[config.mk]
export PLATFORM = sky130hd
export DESIGN_NAME = lcd_driver
export DESIGN_NICKNAME = d
export VERILOG_FILES = /design/src/rtl/lcd_driver.sv
export SDC_FILE = /design/constraint.sdc
export NUM_CORES = 1
export LEC_CHECK = 0
export ABC_AREA = 1
export BUFFER_PORTS_ARGS = -buffer_cell sky130_fd_sc_hd__buf_2
export CAP_MARGIN = 25
export CORE_UTILIZATION = 50
export CTS_BUF_LIST = sky130_fd_sc_hd__clkbuf_4 sky130_fd_sc_hd__clkbuf_8
export DETAILED_ROUTE_END_ITERATION = 8
export GPL_TIMING_DRIVEN = 0
export PLACE_DENSITY = 0.72
export SLEW_MARGIN = 20
export SYNTH_ARGS = -nofsm -noshare
export SYNTH_HDL_FRONTEND = slang
export SYNTH_SLANG_ARGS = --single-unit
[constraint.sdc]
create_clock -name clock -period 1.83 [get_ports clock]
set_clock_uncertainty 0.15 [all_clocks]
set_input_delay 0.366 -clock clock [delete_from_list [all_inputs] [get_ports clock]]
set_output_delay 0.366 -clock clock [all_outputs]
set_load 0.01 [all_outputs]
[src/rtl/lcd_driver.sv]
// HD44780-style 8-bit parallel LCD driver: power-up init, timed bus writes,
// and 2x16 cursor tracking with automatic line-change commands.
module lcd_driver #(
    parameter int EN_PULSE_CYCLES   = 12,
    parameter int CMD_WAIT_CYCLES   = 2000,
    parameter int CLEAR_WAIT_CYCLES = 82000,
    parameter int POWERUP_CYCLES    = 750000
) (
    input  logic       clock,
    input  logic       reset,
    input  logic       write_enable,
    input  logic       clear,
    input  logic [1:0] mode,
    input  logic [7:0] data,
    output logic       ready,
    output logic [7:0] lcd_data,
    output logic       lcd_rs,
    output logic       lcd_rw,
    output logic       lcd_en,
    output logic       lcd_on,
    output logic [4:0] cursor_pos
);
    localparam int MAX_A   = (EN_PULSE_CYCLES > CMD_WAIT_CYCLES) ? EN_PULSE_CYCLES : CMD_WAIT_CYCLES;
    localparam int MAX_B   = (CLEAR_WAIT_CYCLES > POWERUP_CYCLES) ? CLEAR_WAIT_CYCLES : POWERUP_CYCLES;
    localparam int MAX_CYC = (MAX_A > MAX_B) ? MAX_A : MAX_B;
    localparam int CW      = $clog2(MAX_CYC + 1);

    localparam logic [CW-1:0] PULSE_LAST   = CW'(EN_PULSE_CYCLES - 1);
    localparam logic [CW-1:0] CMD_LAST     = CW'(CMD_WAIT_CYCLES - 1);
    localparam logic [CW-1:0] CLEAR_LAST   = CW'(CLEAR_WAIT_CYCLES - 1);
    localparam logic [CW-1:0] POWERUP_LAST = CW'(POWERUP_CYCLES - 1);

    typedef enum logic [2:0] {POWERUP, IDLE, SETUP, PULSE, WAIT} state_t;

    state_t        state;
    logic [CW-1:0] cnt;
    logic          we_q, clr_q;
    logic          in_init;
    logic [1:0]    init_idx;
    logic          wrap_pending;
    logic [7:0]    wrap_byte;
    logic          long_wait;

    logic we_rise, clr_rise;
    assign we_rise  = write_enable & ~we_q;
    assign clr_rise = clear & ~clr_q;

    assign lcd_rw = 1'b0;
    assign lcd_on = 1'b1;

    function automatic logic [7:0] init_cmd(input logic [1:0] idx);
        case (idx)
            2'd0:    return 8'h38;
            2'd1:    return 8'h0C;
            2'd2:    return 8'h06;
            default: return 8'h01;
        endcase
    endfunction

    function automatic logic [7:0] hex_ascii(input logic [3:0] n);
        return (n < 4'd10) ? (8'h30 + {4'h0, n}) : (8'h37 + {4'h0, n});
    endfunction

    // Clear-display and return-home need the long settle time.
    function automatic logic is_long(input logic rs, input logic [7:0] b);
        return !rs && (b == 8'h01 || b == 8'h02);
    endfunction

    always_ff @(posedge clock) begin
        if (reset) begin
            state        <= POWERUP;
            cnt          <= '0;
            we_q         <= 1'b0;
            clr_q        <= 1'b0;
            in_init      <= 1'b0;
            init_idx     <= 2'd0;
            wrap_pending <= 1'b0;
            wrap_byte    <= 8'h00;
            long_wait    <= 1'b0;
            ready        <= 1'b0;
            lcd_data     <= 8'h00;
            lcd_rs       <= 1'b0;
            lcd_en       <= 1'b0;
            cursor_pos   <= 5'd0;
        end else begin
            we_q  <= write_enable;
            clr_q <= clear;
            case (state)
                POWERUP: begin
                    if (cnt == POWERUP_LAST) begin
                        cnt       <= '0;
                        in_init   <= 1'b1;
                        init_idx  <= 2'd0;
                        lcd_rs    <= 1'b0;
                        lcd_data  <= init_cmd(2'd0);
                        long_wait <= 1'b0;
                        state     <= SETUP;
                    end else begin
                        cnt <= cnt + 1'b1;
                    end
                end
                IDLE: begin
                    if (clr_rise) begin
                        lcd_rs     <= 1'b0;
                        lcd_data   <= 8'h01;
                        long_wait  <= 1'b1;
                        cursor_pos <= 5'd0;
                        ready      <= 1'b0;
                        state      <= SETUP;
                    end else if (we_rise) begin
                        ready <= 1'b0;
                        state <= SETUP;
                        if (mode == 2'b10) begin
                            lcd_rs    <= 1'b0;
                            lcd_data  <= data;
                            long_wait <= is_long(1'b0, data);
                            if (is_long(1'b0, data))
                                cursor_pos <= 5'd0;
                        end else begin
                            lcd_rs    <= 1'b1;
                            lcd_data  <= (mode == 2'b01) ? hex_ascii(data[3:0]) : data;
                            long_wait <= 1'b0;
                            // Last column: queue the DDRAM jump to the other line.
                            if (cursor_pos[3:0] == 4'hF) begin
                                wrap_pending <= 1'b1;
                                wrap_byte    <= cursor_pos[4] ? 8'h80 : 8'hC0;
                                cursor_pos   <= {~cursor_pos[4], 4'h0};
                            end else begin
                                cursor_pos <= cursor_pos + 5'd1;
                            end
                        end
                    end
                end
                SETUP: begin
                    cnt    <= '0;
                    lcd_en <= 1'b1;
                    state  <= PULSE;
                end
                PULSE: begin
                    if (cnt == PULSE_LAST) begin
                        cnt    <= '0;
                        lcd_en <= 1'b0;
                        state  <= WAIT;
                    end else begin
                        cnt <= cnt + 1'b1;
                    end
                end
                WAIT: begin
                    if (cnt == (long_wait ? CLEAR_LAST : CMD_LAST)) begin
                        cnt <= '0;
                        if (in_init && init_idx != 2'd3) begin
                            init_idx  <= init_idx + 2'd1;
                            lcd_rs    <= 1'b0;
                            lcd_data  <= init_cmd(init_idx + 2'd1);
                            long_wait <= is_long(1'b0, init_cmd(init_idx + 2'd1));
                            state     <= SETUP;
                        end else if (in_init) begin
                            in_init    <= 1'b0;
                            cursor_pos <= 5'd0;
                            ready      <= 1'b1;
                            state      <= IDLE;
                        end else if (wrap_pending) begin
                            wrap_pending <= 1'b0;
                            lcd_rs       <= 1'b0;
                            lcd_data     <= wrap_byte;
                            long_wait    <= 1'b0;
                            state        <= SETUP;
                        end else begin
                            ready <= 1'b1;
                            state <= IDLE;
                        end
                    end else begin
                        cnt <= cnt + 1'b1;
                    end
                end
                default: state <= POWERUP;
            endcase
        end
    end
endmodule

==> impl_metrics.yaml <==
synth:
  async_flop_share: 0
  synthDistinctLibCells: 39
  synth_edf_count: 0
  synthesis.nets: 601
  yosys-top-cells-area: "dfxtp_1, nand2_1, nor2_1, inv_1, nand3_1"
  synth.top_cell.area_share: 0.2821
  yosysWarnings: 0
  synthFlopType: "dfxtp_1"
  ys_seq_elements: 48
  synth_largest_area_cell: "dfxtp_1"
  yosys-top-cells-count: "nand2_1, nor2_1, inv_1"
  synth.avg_cell_area_um2: 5.892
  synthCells: 578
  yosysMostFrequentCell: "nand2_1"
  ys_seq_area_frac: 0.2821
  syn-cell-area_mm2: 0.003406
worst_setup_path:
  endpoint_kind: "flip-flop"
  cp-start-kind: "flip-flop"
  critPathKind: "reg2reg"
  worstPathMaxFanout: 10
  worstPathArrival_ns: 1.94
  cp.required_ns: 1.85
clock_tree:
  cts_hold_buffers: 0
  numCtsBuffers: 5
  cts_sinks: 48
  cts.path.max_buffers: 2
  cts_tree: "done"
  clk_pin_slew_worst_paths_ns: 0.09
  cts.htree.levels: 2
  clk_latency_ns: 0.32
  cts-root-buf: "clkbuf_8"
sta:
  finalCritPeriodShare: 1.046
  slew_viol_final: 0
  holdWs_ns: 0.1159
  rsz0062_at_grt: "true"
  slew_headroom: 0.5830
  setup_viol: 10
  fmax_mhz: 522.5
  setup_slack_ns: -0.08375
  setup-tns-final_ns: -0.1686
  worst_pin_slew_ns: 0.6255
  layout_min_cycle_time_ns: 1.914
  final_hold_viol_count: 0
die:
  initial_core_util: 0.5273
  die-height_um: 84.53
  die_x_um: 84.53
  coreArea_mm2: 0.006459
  num_io_pins: 32
  core.rowCount: 29
  die_area_mm2: 0.007145
pwr:
  power.density_mw_per_mm2: 1355
  p_switching_uw: 2520
  leakage_uw: 0.001891
  sw_frac_of_total: 0.4514
  p_seq_frac: 0.265
  ir_drop_mv: 0.6416
  p_int_uw: 3062
  power_frac_comb: 0.569
  p_clk_frac: 0.167
global_route:
  overflow: 0
  track_usage: 0.2600
  antenna_found_initial: 0
  grt_pass1_wl_um: 14840
  grt_max_degree: 15
  grt_pass1_vias: 3117
final_layout:
  fin_nets: 644
  areaGrowthSynthToFinish_pct: 20.98
  n_antenna_cell: 0
  drive_above_1_share: 0.2158
  utilization: 0.6379
routing:
  detail_route.wl_per_cell_um: 13.64
  drcViolationCount: 14
  first_pass_iters: 7
  vias: 3683
  ant_nets: 0
  drt_first_iter_violations: 280
  wirelength_um: 9524
  via_per_inst: 5.277
placed_design:
  place_hpwl_um: 6636
  place_congestion: 0.9404
  dpl_worst_slack_ns: -0.2433
  io_buffers: 28
status:
  violations: "DRC, setup timing"
  status: "finished with violations"
worst_hold_path:
  hold_path_class: "in2reg"
flow_run:
  maxCapViolations: 0
-- path summary, 6_finish.rpt --
| check | startpoint | cells after the start | slack [ns] | endpoint |
|---|---|---|---|---|
| setup / recovery | cnt[1]$_SDFFE_PP0P_ | 11 | -0.08 | cnt[2]$_SDFFE_PP0P_ |
| hold / removal | write_enable | 3 | 0.12 | we_q$_SDFF_PP0_ |
| setup reg to reg | cnt[1]$_SDFFE_PP0P_ | 11 | -0.08 | cnt[2]$_SDFFE_PP0P_ |
| hold reg to reg | ready$_SDFFE_PP0P_ | 2 | 0.31 | ready$_SDFFE_PP0P_ |
-- per-layer routing --
metal	share of wire	vias up	track usage
met5	0	-	0
met4	0.010	0	0.06471
met3	0.076	10	0.04916
met2	0.43	138	0.3851
met1	0.48	1645	0.3869
li1	-	1890	-
-- power groups by stage --
stage / clock [uW] / sequential (uW) / combinational [uW]
final: 931 / 1480 / 3170
after global placement: 0 / 1450 / 2450
after detailed placement: 0 / 1450 / 2490
after global routing: 981 / 1510 / 3510
after floorplan: 0 / 1490 / 1830
after CTS: 937 / 1450 / 2710
-- critical path: stages, from the launching register on --
cell and delay [ns]:
dfxtp_4 0.38, ha_4 0.16, nand2_4 0.06, nor2_4 0.16, nand2_2 0.09, nor2_1 0.11, nand3_1 0.13, nand2_4 0.12
inv_2 0.05, buf_4 0.17, nand3_1 0.12, a21oi_1 0.09
-- registers in the layout (all words and copies together) (netlist names) --
register,count
clr_q,1
lcd_data,8
state,3
lcd_rs,1
long_wait,1
ready,1
wrap_pending,1
cnt,20
wrap_byte,2
lcd_en,1
cursor_pos,5
we_q,1
init_idx,2
in_init,1
-- final cells by class --
class | count | area, um^2
Inverter | 88 | 332.8
Multi-Input combinational cell | 422 | 2213
Sequential cell | 48 | 975.9
Tap cell | 77 | 96.34
Buffer | 20 | 147.6
Fill cell | 607 | 2338
Clock inverter | 2 | 60.06
Clock buffer | 5 | 68.82
Timing Repair Buffer | 36 | 225.2
-- timing repair --
item / 4_1_cts / 5_1_grt
buffers inserted: 4 / 3
gates cloned: 0 / 1
endpoints found under the setup margin: 43 / 44
pin swaps: 5 / 19
gates resized for setup: 22 / 62
-- layout by cell type (no fill, tap or decap), types with 4 or more instances in the layout --
master and count:
nand2_1 143, nor2_1 85, inv_1 80, dfxtp_1 38, nand3_1 35, a21oi_1 35, buf_2 29, nand4_1 22
nor2_2 18, o21ai_0 15, nand2_2 12, buf_4 11, dfxtp_2 9, ha_1 8, inv_2 6, xor2_1 6
nand2_4 5, nor2_4 5, buf_6 5, nand3_4 5, clkbuf_8 5, clkbuf_4 4, clkbuf_1 4
-- stage by stage --
| step | power [uW] | instance area [um^2] | instances |
|---|---|---|---|
| after floorplan | 3321 | 3406 | 578 |
| after global placement | 3894 | 3642 | 683 |
| after detailed placement | 3941 | 3642 | 683 |
| after CTS | 5092 | 3881 | 694 |
| after global routing | 5996 | 4120 | 698 |
| final | 5582 | 4120 | 698 |
-- cells by family after synthesis --
| kind of cell | share of synthesized area |
|---|---|
| buf+inv | 0.1301 |
| other cells | 0.002205 |
| compound gates | 0.09625 |
| fa+ha+maj | 0.03306 |
| simple gates | 0.4357 |
| xor+xnor | 0.02057 |
| flops | 0.2821 |
(Power assumes the default switching activity.)
